<file path="src/rtl/btn_conditioner_array.sv">
// N-channel button conditioner: 2-flop sync, tick-sampled debounce, press FSM.
// Define BTN_AUTOREPEAT_EN to enable repeat_o pulses while a press is long.
module btn_conditioner_array #(
    parameter int                N_BTN        = 5,
    parameter int                SAMPLE_DIV   = 1000000,
    parameter int                DEB_DEPTH    = 4,
    parameter int                LONG_TICKS   = 100,
    parameter int                REPEAT_TICKS = 20,
    parameter logic [N_BTN-1:0] ACTIVE_LOW   = '0
) (
    input  logic             clk,
    input  logic             rst,
    input  logic [N_BTN-1:0] btn_i,
    output logic [N_BTN-1:0] level_o,
    output logic [N_BTN-1:0] press_o,
    output logic [N_BTN-1:0] release_o,
    output logic [N_BTN-1:0] short_o,
    output logic [N_BTN-1:0] long_o,
    output logic [N_BTN-1:0] repeat_o
);

    localparam int DW = $clog2(SAMPLE_DIV);
    localparam int HW = $clog2(LONG_TICKS + 1);
    localparam logic [DW-1:0] DIV_LAST = DW'(SAMPLE_DIV - 1);
    localparam logic [HW-1:0] HOLD_LAST = HW'(LONG_TICKS);

    typedef enum logic [1:0] {IDLE, PRESS, LONG} state_t;

    logic [DW-1:0]    div;
    logic             tick;
    logic [N_BTN-1:0] sync1;
    logic [N_BTN-1:0] sync2;

    assign tick = (div == DIV_LAST);

    always_ff @(posedge clk) begin
        if (rst) begin
            div   <= '0;
            sync1 <= '0;
            sync2 <= '0;
        end else begin
            div   <= tick ? '0 : div + DW'(1);
            sync1 <= btn_i ^ ACTIVE_LOW;
            sync2 <= sync1;
        end
    end

    for (genvar g = 0; g < N_BTN; g++) begin : ch
        // Only DEB_DEPTH-1 history bits are stored; the window adds the new sample.
        logic [DEB_DEPTH-2:0] shreg;
        logic [DEB_DEPTH-1:0] window;
        logic                 rise;
        logic                 fall;
        logic                 level;
        state_t               state;
        logic [HW-1:0]        hold;
        logic                 prs;
        logic                 rls;
        logic                 sht;
        logic                 lng;

        assign window = {shreg, sync2[g]};
        assign rise   = tick & (&window) & ~level;
        assign fall   = tick & ~(|window) & level;

        always_ff @(posedge clk) begin
            if (rst) begin
                shreg <= '0;
                level <= 1'b0;
                state <= IDLE;
                hold  <= '0;
                prs   <= 1'b0;
                rls   <= 1'b0;
                sht   <= 1'b0;
                lng   <= 1'b0;
            end else begin
                prs <= rise;
                rls <= fall;
                sht <= 1'b0;
                lng <= 1'b0;
                if (tick) begin
                    shreg <= window[DEB_DEPTH-2:0];
                    if (&window) level <= 1'b1;
                    else if (~|window) level <= 1'b0;
                end
                unique case (state)
                    IDLE: begin
                        if (rise) begin
                            state <= PRESS;
                            hold  <= '0;
                        end
                    end
                    PRESS: begin
                        // A release on the deciding tick wins over long.
                        if (fall) begin
                            sht   <= 1'b1;
                            state <= IDLE;
                        end else if (tick && level) begin
                            hold <= hold + HW'(1);
                            if (hold + HW'(1) == HOLD_LAST) begin
                                lng   <= 1'b1;
                                state <= LONG;
                            end
                        end
                    end
                    LONG: begin
                        if (fall) state <= IDLE;
                    end
                    default: state <= IDLE;
                endcase
            end
        end

        assign level_o[g]   = level;
        assign press_o[g]   = prs;
        assign release_o[g] = rls;
        assign short_o[g]   = sht;
        assign long_o[g]    = lng;

`ifdef BTN_AUTOREPEAT_EN
        localparam int RW = $clog2(REPEAT_TICKS + 1);
        localparam logic [RW-1:0] REP_LAST = RW'(REPEAT_TICKS);

        logic [RW-1:0] rep_cnt;
        logic          rpt;

        // Held at zero outside LONG, so entering LONG starts from a clear count.
        always_ff @(posedge clk) begin
            if (rst) begin
                rep_cnt <= '0;
                rpt     <= 1'b0;
            end else begin
                rpt <= 1'b0;
                if (state != LONG) begin
                    rep_cnt <= '0;
                end else if (tick && !fall) begin
                    if (rep_cnt + RW'(1) == REP_LAST) begin
                        rpt     <= 1'b1;
                        rep_cnt <= '0;
                    end else begin
                        rep_cnt <= rep_cnt + RW'(1);
                    end
                end
            end
        end

        assign repeat_o[g] = rpt;
`else
        assign repeat_o[g] = 1'b0;
`endif
    end

endmodule

</file>
<file path="config.mk">
export PLATFORM = sky130hd
export DESIGN_NAME = btn_conditioner_array
export DESIGN_NICKNAME = d
export VERILOG_FILES = /design/src/rtl/btn_conditioner_array.sv
export SDC_FILE = /design/constraint.sdc
export NUM_CORES = 1
export LEC_CHECK = 0
export ABC_CLOCK_PERIOD_IN_PS = 5900
export CAP_MARGIN = 0
export CORE_AREA = 2 2 81 114
export DETAILED_ROUTE_END_ITERATION = 12
export DIE_AREA = 0 0 83 116
export GPL_TIMING_DRIVEN = 0
export PLACE_DENSITY = 0.93
export SYNTH_ARGS = -nofsm -noshare
export SYNTH_HDL_FRONTEND = slang
export SYNTH_SLANG_ARGS = --single-unit
</file>
<file path="constraint.sdc">
create_clock -name clk -period 5.9 [get_ports clk]
set_clock_uncertainty 0.2 [all_clocks]
set_input_delay 1.475 -clock clk [delete_from_list [all_inputs] [get_ports clk]]
set_output_delay 1.475 -clock clk [all_outputs]
set_load 0.005 [all_outputs]
</file>
[Word-level counts from Yosys, hierarchy flattened]
Index checks and enable logic that the tools add are counted.
Word-level totals
  register bits: 115
  output and inout port bits: 30
  input bits: 7
  logic and storage cells: 261
Cells by class
  bitwise gates (word level): 40
  equality and inequality tests: 51
  mux-type cells: 70
  reduce and logical (&&, ||, !) cells: 51
  add/subtract/negate cells: 6
Operator list (count)
  2-to-1 mux 7 bit: 15
  one-hot mux 7 bit (2 select lines): 5
  AND reduction 4 bit: 15
  2-to-1 mux 2 bit: 25
  != test 2 bit (second input constant): 23
  OR reduction 4 bit: 10
  adder 7 x 1 -> 7 bit (second input constant): 5
  equality test 7 bit (second input constant): 5
  != test 3 bit (second input constant): 10
  one-hot mux 2 bit (3 select lines): 5
  adder 20 x 1 -> 20 bit (second input constant): 1
  bitwise AND 1 bit: 20
  equality test 20 bit (second input constant): 1
  2-to-1 mux 1 bit: 20
  inverter 1 bit: 20
  OR reduction 2 bit: 6
  equality test 2 x 1 -> 1 bit (second input constant): 5
  equality test 2 bit (second input constant): 5
  logical NOT 2 bit: 5
  AND reduction 2 bit: 5
  nonzero test 2 bit: 5
  logical AND 1 bit: 5
  != test 2 x 1 -> 1 bit (second input constant): 2

[Depth between registers and ports, before layout]
Gate-level depths: netlist of run 1.
  depth after elaboration: 6
  depth in mapped cells: 9
  gate-level depth less buffers: 6

[Worst setup path before layout of run 1]
Ideal clock, no wire load.
  path type: in2reg
  start: input port rst
  end: register ch[4].hold[3]
  arrival: 2.944 ns
  setup time: 0.074 ns
  path buffers: 1
  cell stages on the path: 6
  data required time: 5.626 ns
  path slack: 2.682 ns
  cells stage by stage: clkbuf_1 -> nor3b_1 -> nand2_1 -> or4_1 -> or3_1 -> o21ai_0
RTL lines
  from (decl): line 12  | input logic rst,
  to (signal assigned): line 99  | hold <= hold + HW'(1);
  to (decl): line 56  | logic [HW-1:0] hold;

[Final worst setup path of run 1]
  start: input port rst
  end: register ch[4].sht
On the way
  cells in the longest elaborated chain, start to end: 1
Ends and longest elaborated chain
  OR reduction 2 bit (no line)
  to (signal assigned): line 74  | sht <= 1'b0;
  to (signal assigned): line 79  | sht <= 1'b0;
  to (signal assigned): line 96  | sht <= 1'b1;
  to (decl): line 59  | logic sht;
Every way passes these cells.
A chain may end at the register's enable or synchronous reset.

==> impl_metrics.env, run 1 <==
export IMPL_worst_pin_slew_ns=0.842
export IMPL_p_clk_frac=0.536
export IMPL_grt_pass1_wl_um=21100
export IMPL_yosys_warnings=0
export IMPL_synth_seq_cells=115
export IMPL_synthDistinctLibCells=56
export IMPL_finalSetupViolCount=0
export IMPL_port_buffers=30
export IMPL_start_util=0.614
export IMPL_max_stage_delay_ns=0.52
export IMPL_dp_cells=770
export IMPL_drc=0
export IMPL_path_clk_slew_ns=0.05
export IMPL_path_max_fanout=10
export IMPL_gp_congestion=0.920
export IMPL_avgSynthCellArea_um2=8.32
export IMPL_finalHoldViolCount=0
export IMPL_firstDrtPassIters=5
export IMPL_clock_latency_ns=0.42
export IMPL_area_growth_pct=18.8
export IMPL_cts_buffer_depth=2
export IMPL_vias=4915
export IMPL_fin_crit_sh=0.556
export IMPL_cts_tree="yes"
export IMPL_crit_chain="clkbuf_1, clkinv_1, nand3_1, clkbuf_1, nor3_1"
export IMPL_ios=37
export IMPL_final_max_slew_viol_count=0
export IMPL_cts_hold_buffers=0
export IMPL_cp_common_cell="clkbuf_1"
export IMPL_final_cells=802
export IMPL_arrival_ns=3.35
export IMPL_ant_nets=0
export IMPL_pre_cts_slack_ns=2.28
export IMPL_synth_edff_count=0
export IMPL_die_height_um=116
export IMPL_setup_tns_final_ns=0
export IMPL_numCtsBuffers=17
export IMPL_first_iter_violations=419
export IMPL_relSlewSlack=0.434
export IMPL_nets=697
export IMPL_sw_frac_of_total=0.205
export IMPL_seq_power_share=0.446
export IMPL_antenna_found_initial=0
export IMPL_min_period_ns=3.28
export IMPL_rows=40
export IMPL_wl_per_cell_um=16.1
export IMPL_maxCapViolCount=0
export IMPL_synth_flop_cell="dfxtp_1"
export IMPL_hp_class="flop to flop"
export IMPL_grt_max_degree=17
export IMPL_ctsRootBufferMaster="clkbuf_16"
export IMPL_top_layer_used="met4"
export IMPL_die_w_um=83
export IMPL_p_leak_uw=0.00220
export IMPL_crit_type="input pin to flop"
export IMPL_required_ns=5.97
export IMPL_grt_total_usage=0.273
export IMPL_drive_gt1_frac=0.112
export IMPL_most_common_layout_cells="115 x dfxtp_1, 83 x nand2_1, 50 x nor2_1, 37 x nand3_1, 35 x a21oi_1"
export IMPL_p_int_uw=1400
export IMPL_dr_wl_met3_um=889
export IMPL_fp_dieArea_mm2=0.00963
export IMPL_cts_sinks=115
export IMPL_yosysSeqAreaShare=0.438
export IMPL_power_net_switching_uw=361
export IMPL_critPathSlowestCell="clkbuf_1"
export IMPL_overflow=0
export IMPL_syn_inst=631
export IMPL_grt_pass1_vias=4625
export IMPL_wl_met2_um=6630
export IMPL_core_mm2=0.00856
export IMPL_cts_resized=0
export IMPL_met1_length_um=4780
export IMPL_post_cts_repair_setup_buffers=0
export IMPL_diodes=0
export IMPL_netlist_area_mm2=0.00525
export IMPL_rsz0062_at_grt="false"
export IMPL_status="finished clean"
export IMPL_fin_ws_ns=2.62
export IMPL_drt_total_wl_um=12900
export IMPL_cp_end_kind="flop"
export IMPL_vdd_ir_drop_max_uv=243
export IMPL_powerDensity_mw_per_mm2=283
export IMPL_synthArstFlopShare=0
export IMPL_htreeDepth=4
export IMPL_hpwl_um=8640
export IMPL_power_frac_comb=0.018
export IMPL_fmax_ghz=0.305
export IMPL_start_kind="input pin"
export IMPL_fillers=581
export IMPL_mostFrequentLayoutCell="dfxtp_1"
export IMPL_viasPerCell=6.13
==> metal layers <==
metal / global-route usage / up-vias
met5: 0 / -
met4: 0.151 / 0
met3: 0.0769 / 63
met2: 0.495 / 266
met1: 0.286 / 2267
li1: - / 2319
==> worst paths after layout <==
kind | from | end | slack [ns] | cells after the start
worst min-delay path | div[0] | div[0] | 0.23 | 1
worst max-delay path | rst | ch[4].sht | 2.62 | 5
worst min register to register | div[0] | div[0] | 0.23 | 1
worst max register to register | div[0] | div[6] | 2.99 | 7
==> stage by stage <==
stage	total power [uW]	util	cell area (um2)	hold slack, ns
2_1_floorplan	821	-	5270	0.213
3_5_place_dp	833	0.666	5700	0.226
3_3_place_gp	832	0.666	5700	0.219
6_report	1760	0.729	6240	0.233
4_1_cts	1760	0.729	6240	0.238
5_1_grt	1800	0.729	6240	0.260
==> cell families (layout without fill, tap and decap cells) <==
kind of cell / Yosys count / in the layout / synth area share
AND/OR/NAND/NOR: 310 / 310 / 0.302
XOR/XNOR: 20 / 20 / 0.0334
buffers and inverters: 63 / 125 / 0.0689
AO/OA/AOI/OAI: 112 / 112 / 0.135
multiplexers: 4 / 4 / 0.00762
other: 1 / 5 / 0.000714
flip-flops: 115 / 115 / 0.438
adder cells (fa/ha/maj): 6 / 6 / 0.0143
==> power groups by stage <==
stage	clock network, uW	registers (uW)	logic (uW)
floorplan	0	801	20.3
global placement	0	802	30.2
detailed placement	0	802	31.0
CTS	944	786	31.3
global route	982	786	34.5
finish	945	786	31.8
==> Yosys cell counts, types with 11 or more instances <==
cell type | number | share of area
dfxtp_1 | 115 | 0.44
nand2_1 | 83 | 0.059
nor2_1 | 50 | 0.036
nand3_1 | 37 | 0.035
a21oi_1 | 35 | 0.033
buf_4 | 30 | 0.043
o21ai_0 | 28 | 0.027
nor3_1 | 24 | 0.023
nor2b_1 | 20 | 0.024
clkbuf_1 | 16 | 0.011
or2_2 | 14 | 0.017
and3_1 | 12 | 0.014
nand4_1 | 12 | 0.014
nor4_1 | 12 | 0.014
and2_1 | 11 | 0.013
==> layout make-up <==
cell class,count,area (um2),share of cell area
inverters,10,37.5,0.00601
plain buffers,53,324,0.0519
multi-input cells,457,2600,0.417
flip-flops and latches,115,2300,0.369
clock inverters,5,50.0,0.00802
well taps,105,131,0.0211
clock buffers,27,493,0.0790
repair buffers,30,300,0.0481
==> critical path: cells and delay by family <==
kind | cells | cell delay, ns
buffers and inverters | 3 | 1.37
AND/OR/NAND/NOR | 2 | 0.50
==> flip-flops by register name, indices dropped and copies added, names as in the netlist <==
register / count
div: 20
ch.sht: 5
sync2: 5
ch.hold: 35
sync1: 5
ch.level: 5
ch.lng: 5
ch.rls: 5
ch.shreg: 15
ch.state: 10
ch.prs: 5
No activity file was read; power rests on OpenSTA's default activity.
==> run 2: changes to the inputs <==
==> config.mk (replaced) <==
export PLATFORM = sky130hd
export DESIGN_NAME = btn_conditioner_array
export DESIGN_NICKNAME = d
export VERILOG_FILES = /design/src/rtl/btn_conditioner_array.sv
export SDC_FILE = /design/constraint.sdc
export NUM_CORES = 1
export LEC_CHECK = 0
export ABC_CLOCK_PERIOD_IN_PS = 3400
export CAP_MARGIN = 0
export CORE_AREA = 2 2 83 117
export DETAILED_ROUTE_END_ITERATION = 12
export DIE_AREA = 0 0 85 119
export GPL_TIMING_DRIVEN = 0
export PLACE_DENSITY = 0.9
export SYNTH_ARGS = -nofsm -noshare
export SYNTH_HDL_FRONTEND = slang
export SYNTH_SLANG_ARGS = --single-unit
==> constraint.sdc (replaced) <==
create_clock -name clk -period 3.4 [get_ports clk]
set_clock_uncertainty 0.2 [all_clocks]
set_input_delay 0.85 -clock clk [delete_from_list [all_inputs] [get_ports clk]]
set_output_delay 0.85 -clock clk [all_outputs]
set_load 0.005 [all_outputs]
==> impl_metrics.env, run 2 (synthesis results as in run 1) <==
export IMPL_maxCapViolCount=0
export IMPL_finalSetupViolCount=0
export IMPL_start_kind="flop"
export IMPL_first_iter_violations=380
export IMPL_vias=4893
export IMPL_final_cells=807
export IMPL_p_leak_uw=0.00221
export IMPL_power_frac_comb=0.018
export IMPL_grt_total_usage=0.252
export IMPL_top_regs="ch.hold (35), div (20), ch.shreg (15)"
export IMPL_drt_total_wl_um=12700
export IMPL_die_w_um=85
export IMPL_largest_reg_flops=35
export IMPL_post_cts_repair_setup_buffers=0
export IMPL_crit_chain="ha_1, nand2_1, nor2_1, nand2_1, nand2_1, clkbuf_1, nor2_1"
export IMPL_p_clk_frac=0.551
export IMPL_diodes=0
export IMPL_power_net_switching_uw=708
export IMPL_clock_latency_ns=0.42
export IMPL_worstHoldEndpoint="sync2[4]"
export IMPL_seq_power_share=0.431
export IMPL_fmax_ghz=0.330
export IMPL_arrival_ns=3.12
export IMPL_start_util=0.571
export IMPL_grt_pass1_vias=4661
export IMPL_r2r_setup_slack_ns=0.37
export IMPL_fin_crit_sh=0.892
export IMPL_antenna_found_initial=0
export IMPL_cts_hold_buffers=0
export IMPL_status="finished clean"
export IMPL_p_int_uw=2460
export IMPL_hpwl_um=8560
export IMPL_die_height_um=119
export IMPL_ios=37
export IMPL_mostFrequentLayoutCell="dfxtp_1"
export IMPL_viasPerCell=6.06
export IMPL_gp_congestion=0.924
export IMPL_multi_input_area_mm2=0.00260
export IMPL_min_from="sync1[4]"
export IMPL_min_period_ns=3.03
export IMPL_grt_max_degree=17
export IMPL_ctsRootBufferMaster="clkbuf_16"
export IMPL_cp_common_cell="nand2_1"
export IMPL_worstHoldPathCells=1
export IMPL_most_common_layout_cells="115 x dfxtp_1, 83 x nand2_1, 50 x nor2_1, 37 x nand3_1, 35 x a21oi_1"
export IMPL_r2r_cells=7
export IMPL_cts_tree="yes"
export IMPL_critPathSlowestCell="nor2_1"
export IMPL_rsz0062_at_grt="false"
export IMPL_grt_pass1_wl_um=20700
export IMPL_drive_gt1_frac=0.122
export IMPL_setup_tns_final_ns=0
export IMPL_numCtsBuffers=17
export IMPL_finalHoldViolCount=0
export IMPL_sw_frac_of_total=0.224
export IMPL_path_clk_slew_ns=0.06
export IMPL_relSlewSlack=0.462
export IMPL_fp_dieArea_mm2=0.0101
export IMPL_max_stage_delay_ns=0.62
export IMPL_firstDrtPassIters=5
export IMPL_reg2reg_from="div[0]"
export IMPL_final_util=0.684
export IMPL_nets=697
export IMPL_port_buffers=30
export IMPL_vdd_ir_drop_max_uv=433
export IMPL_cp_end_kind="flop"
export IMPL_cts_resized=0
export IMPL_area_growth_pct=19.8
export IMPL_powerDensity_mw_per_mm2=503
export IMPL_wl_per_cell_um=15.8
export IMPL_crit_type="flop to flop"
export IMPL_core_mm2=0.00920
export IMPL_fillers=671
export IMPL_htreeDepth=4
export IMPL_dp_cells=775
export IMPL_required_ns=3.49
export IMPL_ant_nets=0
export IMPL_r2r_end="div[12]"
export IMPL_top_register="ch.hold"
export IMPL_rows=42
export IMPL_hp_class="flop to flop"
export IMPL_cts_sinks=115
export IMPL_seq_area_mm2=0.00230
export IMPL_final_max_slew_viol_count=0
export IMPL_path_max_fanout=10
export IMPL_drc=0
export IMPL_overflow=0
export IMPL_cts_buffer_depth=2
export IMPL_worst_pin_slew_ns=0.799
[run 2: changes by cell type in the layout (fill, tap and decap cells not counted)]
| cell | change |
|---|---|
| clkbuf_8 | -3 |
| clkinvlp_4 | +5 |
| clkinv_2 | -2 |
| bufinv_16 | +1 |
| clkinv_4 | +5 |
| clkbuf_1 | -7 |
| inv_6 | +1 |
[run 2: routing by layer]
| metal | vias up | track usage | share of wire |
|---|---|---|---|
| met2 | 200 | 0.446 | 0.52 |
| met3 | 47 | 0.0554 | 0.056 |
| met1 | 2328 | 0.272 | 0.39 |
| li1 | 2318 | - | - |
| met4 | 0 | 0.143 | 0.031 |
| met5 | - | 0 | 0 |
[run 2: how the worst max path moves through the flow]
stage	cells past startpoint	end	slack, ns	start
final	7	div[12]	0.37	div[0]
after global routing	7	div[12]	0.21	div[0]
after CTS	7	div[12]	0.42	div[0]
after detailed placement	5	ch[4].sht	0.40	rst
after global placement	5	ch[4].sht	0.43	rst
after floorplan	6	ch[4].hold[3]	0.81	rst
[run 2: power by group through the flow]
stage	clock, uW	combinational, uW	sequential (uW)
after floorplan	0	35.2	1390
after global placement	0	52.6	1390
after detailed placement	0	54.2	1390
after CTS	1740	55.1	1360
after global routing	1810	60.5	1360
final	1740	56.0	1360
[run 2: per-stage QoR]
| step | hold WS (ns) | worst slack [ns] | instance area, um2 | power, uW |
|---|---|---|---|---|
| 3_5_place_dp | 0.229 | 0.404 | 5700 | 1450 |
| 5_1_grt | 0.253 | 0.209 | 6290 | 3230 |
| 4_1_cts | 0.238 | 0.419 | 6290 | 3160 |
| 6_report | 0.239 | 0.368 | 6290 | 3160 |
| 2_1_floorplan | 0.213 | 0.807 | 5270 | 1430 |
| 3_3_place_gp | 0.219 | 0.429 | 5700 | 1440 |
[run 2: worst max-delay path, delay by kind of cell (launching register included)]
family                   cells  cell delay [ns]
adder cells (fa/ha/maj)      1             0.26
buffers and inverters        1             0.41
flip-flops                   1             0.35
AND/OR/NAND/NOR              5             1.67
[run 2: final cells by class]
cell class	count	area share
Multi-Input combinational cell	457	0.414
Buffer	53	0.0515
Timing Repair Buffer	30	0.0477
Inverter	10	0.00597
Tap cell	110	0.0219
Clock buffer	17	0.0676
Sequential cell	115	0.366
Clock inverter	15	0.0255
==> run 3: changes to the inputs <==
--- a/config.mk
+++ b/config.mk
@@ -7,11 +7,11 @@
 export LEC_CHECK = 0
 export ABC_CLOCK_PERIOD_IN_PS = 3400
 export CAP_MARGIN = 0
-export CORE_AREA = 2 2 83 117
+export CORE_AREA = 2 2 124 174
 export DETAILED_ROUTE_END_ITERATION = 12
-export DIE_AREA = 0 0 85 119
+export DIE_AREA = 0 0 126 176
 export GPL_TIMING_DRIVEN = 0
-export PLACE_DENSITY = 0.9
+export PLACE_DENSITY = 0.52
 export SYNTH_ARGS = -nofsm -noshare
 export SYNTH_HDL_FRONTEND = slang
 export SYNTH_SLANG_ARGS = --single-unit
==> impl_metrics.env, run 3 (synthesis results as in run 1) <==
export IMPL_die_height_um=176
export IMPL_critPathSlowestCell="nor2_1"
export IMPL_fin_area_mm2=0.00645
export IMPL_cp_end_kind="flop"
export IMPL_overflow=0
export IMPL_clock_latency_ns=0.41
export IMPL_cts_resized=0
export IMPL_p_leak_uw=0.00219
export IMPL_setup_tns_final_ns=0
export IMPL_die_w_um=126
export IMPL_ctsRootBufferMaster="clkbuf_16"
export IMPL_cts_sinks=115
export IMPL_max_stage_delay_ns=0.63
export IMPL_htreeDepth=4
export IMPL_vias=4492
export IMPL_finalSetupViolCount=0
export IMPL_placedInstanceArea_mm2=0.00589
export IMPL_top_regs="ch.hold (35), div (20), ch.shreg (15)"
export IMPL_post_cts_repair_setup_buffers=0
export IMPL_hp_class="flop to flop"
export IMPL_drc=0
export IMPL_required_ns=3.48
export IMPL_top_register="ch.hold"
export IMPL_gp_congestion=0.784
export IMPL_relSlewSlack=0.449
export IMPL_cts_buffer_depth=2
export IMPL_fp_dieArea_mm2=0.0222
export IMPL_grt_pass1_wl_um=21400
export IMPL_numCtsBuffers=17
export IMPL_nets=697
export IMPL_final_max_slew_viol_count=0
export IMPL_wl_per_cell_um=13.4
export IMPL_cts_tree="yes"
export IMPL_r2r_end="div[11]"
export IMPL_powerDensity_mw_per_mm2=480
export IMPL_cts_hold_buffers=0
export IMPL_viasPerCell=4.71
export IMPL_cp_common_cell="nand2_1"
export IMPL_vdd_ir_drop_max_uv=342
export IMPL_maxCapViolCount=0
export IMPL_firstDrtPassIters=5
export IMPL_mostFrequentLayoutCell="dfxtp_1"
export IMPL_fillers=2216
export IMPL_r2r_setup_slack_ns=0.35
export IMPL_arrival_ns=3.12
export IMPL_status="finished clean"
export IMPL_total_power_uw=3100
export IMPL_drt_total_wl_um=12800
export IMPL_core_mm2=0.0205
export IMPL_worst_pin_slew_ns=0.820
export IMPL_ios=37
export IMPL_rows=62
export IMPL_start_util=0.256
export IMPL_area_growth_pct=22.9
export IMPL_start_kind="flop"
export IMPL_rsz0062_at_grt="false"
export IMPL_final_util=0.315
export IMPL_crit_chain="ha_1, nand2_1, nor2_1, nand2_1, nand2_1, clkbuf_1, nor2_1"
export IMPL_antenna_found_initial=1
export IMPL_crit_type="flop to flop"
export IMPL_largest_reg_flops=35
export IMPL_first_iter_violations=334
export IMPL_fmax_ghz=0.328
export IMPL_multi_input_area_mm2=0.00260
export IMPL_ant_nets=0
export IMPL_fin_crit_sh=0.897
export IMPL_grt_max_degree=17
export IMPL_finalHoldViolCount=0
export IMPL_most_common_layout_cells="115 x dfxtp_1, 83 x nand2_1, 50 x nor2_1, 37 x nand3_1, 35 x a21oi_1"
export IMPL_r2r_cells=7
export IMPL_worstHoldEndpoint="sync2[0]"
export IMPL_seq_area_mm2=0.00230
export IMPL_reg2reg_from="div[0]"
export IMPL_worstHoldPathCells=1
export IMPL_path_max_fanout=10
export IMPL_path_clk_slew_ns=0.05
export IMPL_min_period_ns=3.05
export IMPL_grt_pass1_vias=4294
export IMPL_port_buffers=30
export IMPL_hpwl_um=9160
export IMPL_grt_total_usage=0.120
export IMPL_drive_gt1_frac=0.121
export IMPL_min_from="sync1[0]"
-- run 3: changes by cell type in the layout (fill, tap and decap cells not counted), sizes merged --
cell / previous run / this run
inv: 10 / 9
diode: 0 / 1
clkinv: 8 / 4
bufinv: 2 / 1
clkinvlp: 5 / 8
clkbuf: 33 / 36
-- run 3: critical path: cells and delay by family (launching register included) --
kind | cells | cell delay, ns
and+or+nand+nor | 5 | 1.68
buffers and inverters | 1 | 0.43
adders and majority gates | 1 | 0.25
DFF | 1 | 0.35
-- run 3: area by class of cell --
type                            instances  area share
Clock inverter                         12      0.0169
Antenna cell                            1    0.000388
Clock buffer                           20      0.0708
Sequential cell                       115       0.357
Timing Repair Buffer                   30      0.0465
Tap cell                              256      0.0496
Inverter                               10     0.00582
Multi-Input combinational cell        457       0.403
Buffer                                 53      0.0502
-- run 3: per-layer routing --
metal / global-route usage / share of wire / up-vias
met5: 0 / 0 / -
met3: 0.0264 / 0.035 / 10
met1: 0.140 / 0.45 / 2100
li1: - / - / 2313
met4: 0.0508 / 0.013 / 0
met2: 0.212 / 0.50 / 69
-- run 3: how the worst max path moves through the flow --
stage                       from             to  slack, ns  cells past startpoint
final                     div[0]        div[11]       0.35                      7
after global placement       rst      ch[4].sht       0.13                      5
after floorplan              rst  ch[4].hold[3]       0.81                      6
after detailed placement     rst      ch[4].sht       0.13                      5
after global routing      div[0]        div[10]       0.02                      7
after CTS                 div[0]        div[11]       0.24                      7
-- run 3: power breakdown --
group / internal (uW) / total [uW] / leakage [uW] / switching (uW)
registers: 1360 / 1360 / 0.000929 / 6.73
clock network: 1040 / 1680 / 0.000252 / 639
logic: 19.9 / 55.3 / 0.00101 / 35.4
-- run 3: stage by stage --
stage / instances / hold slack [ns] / setup slack [ns]
finish: 954 / 0.236 / 0.351
global route: 953 / 0.259 / 0.0229
CTS: 953 / 0.237 / 0.245
detailed placement: 921 / 0.224 / 0.131
global placement: 921 / 0.220 / 0.131
floorplan: 635 / 0.213 / 0.807
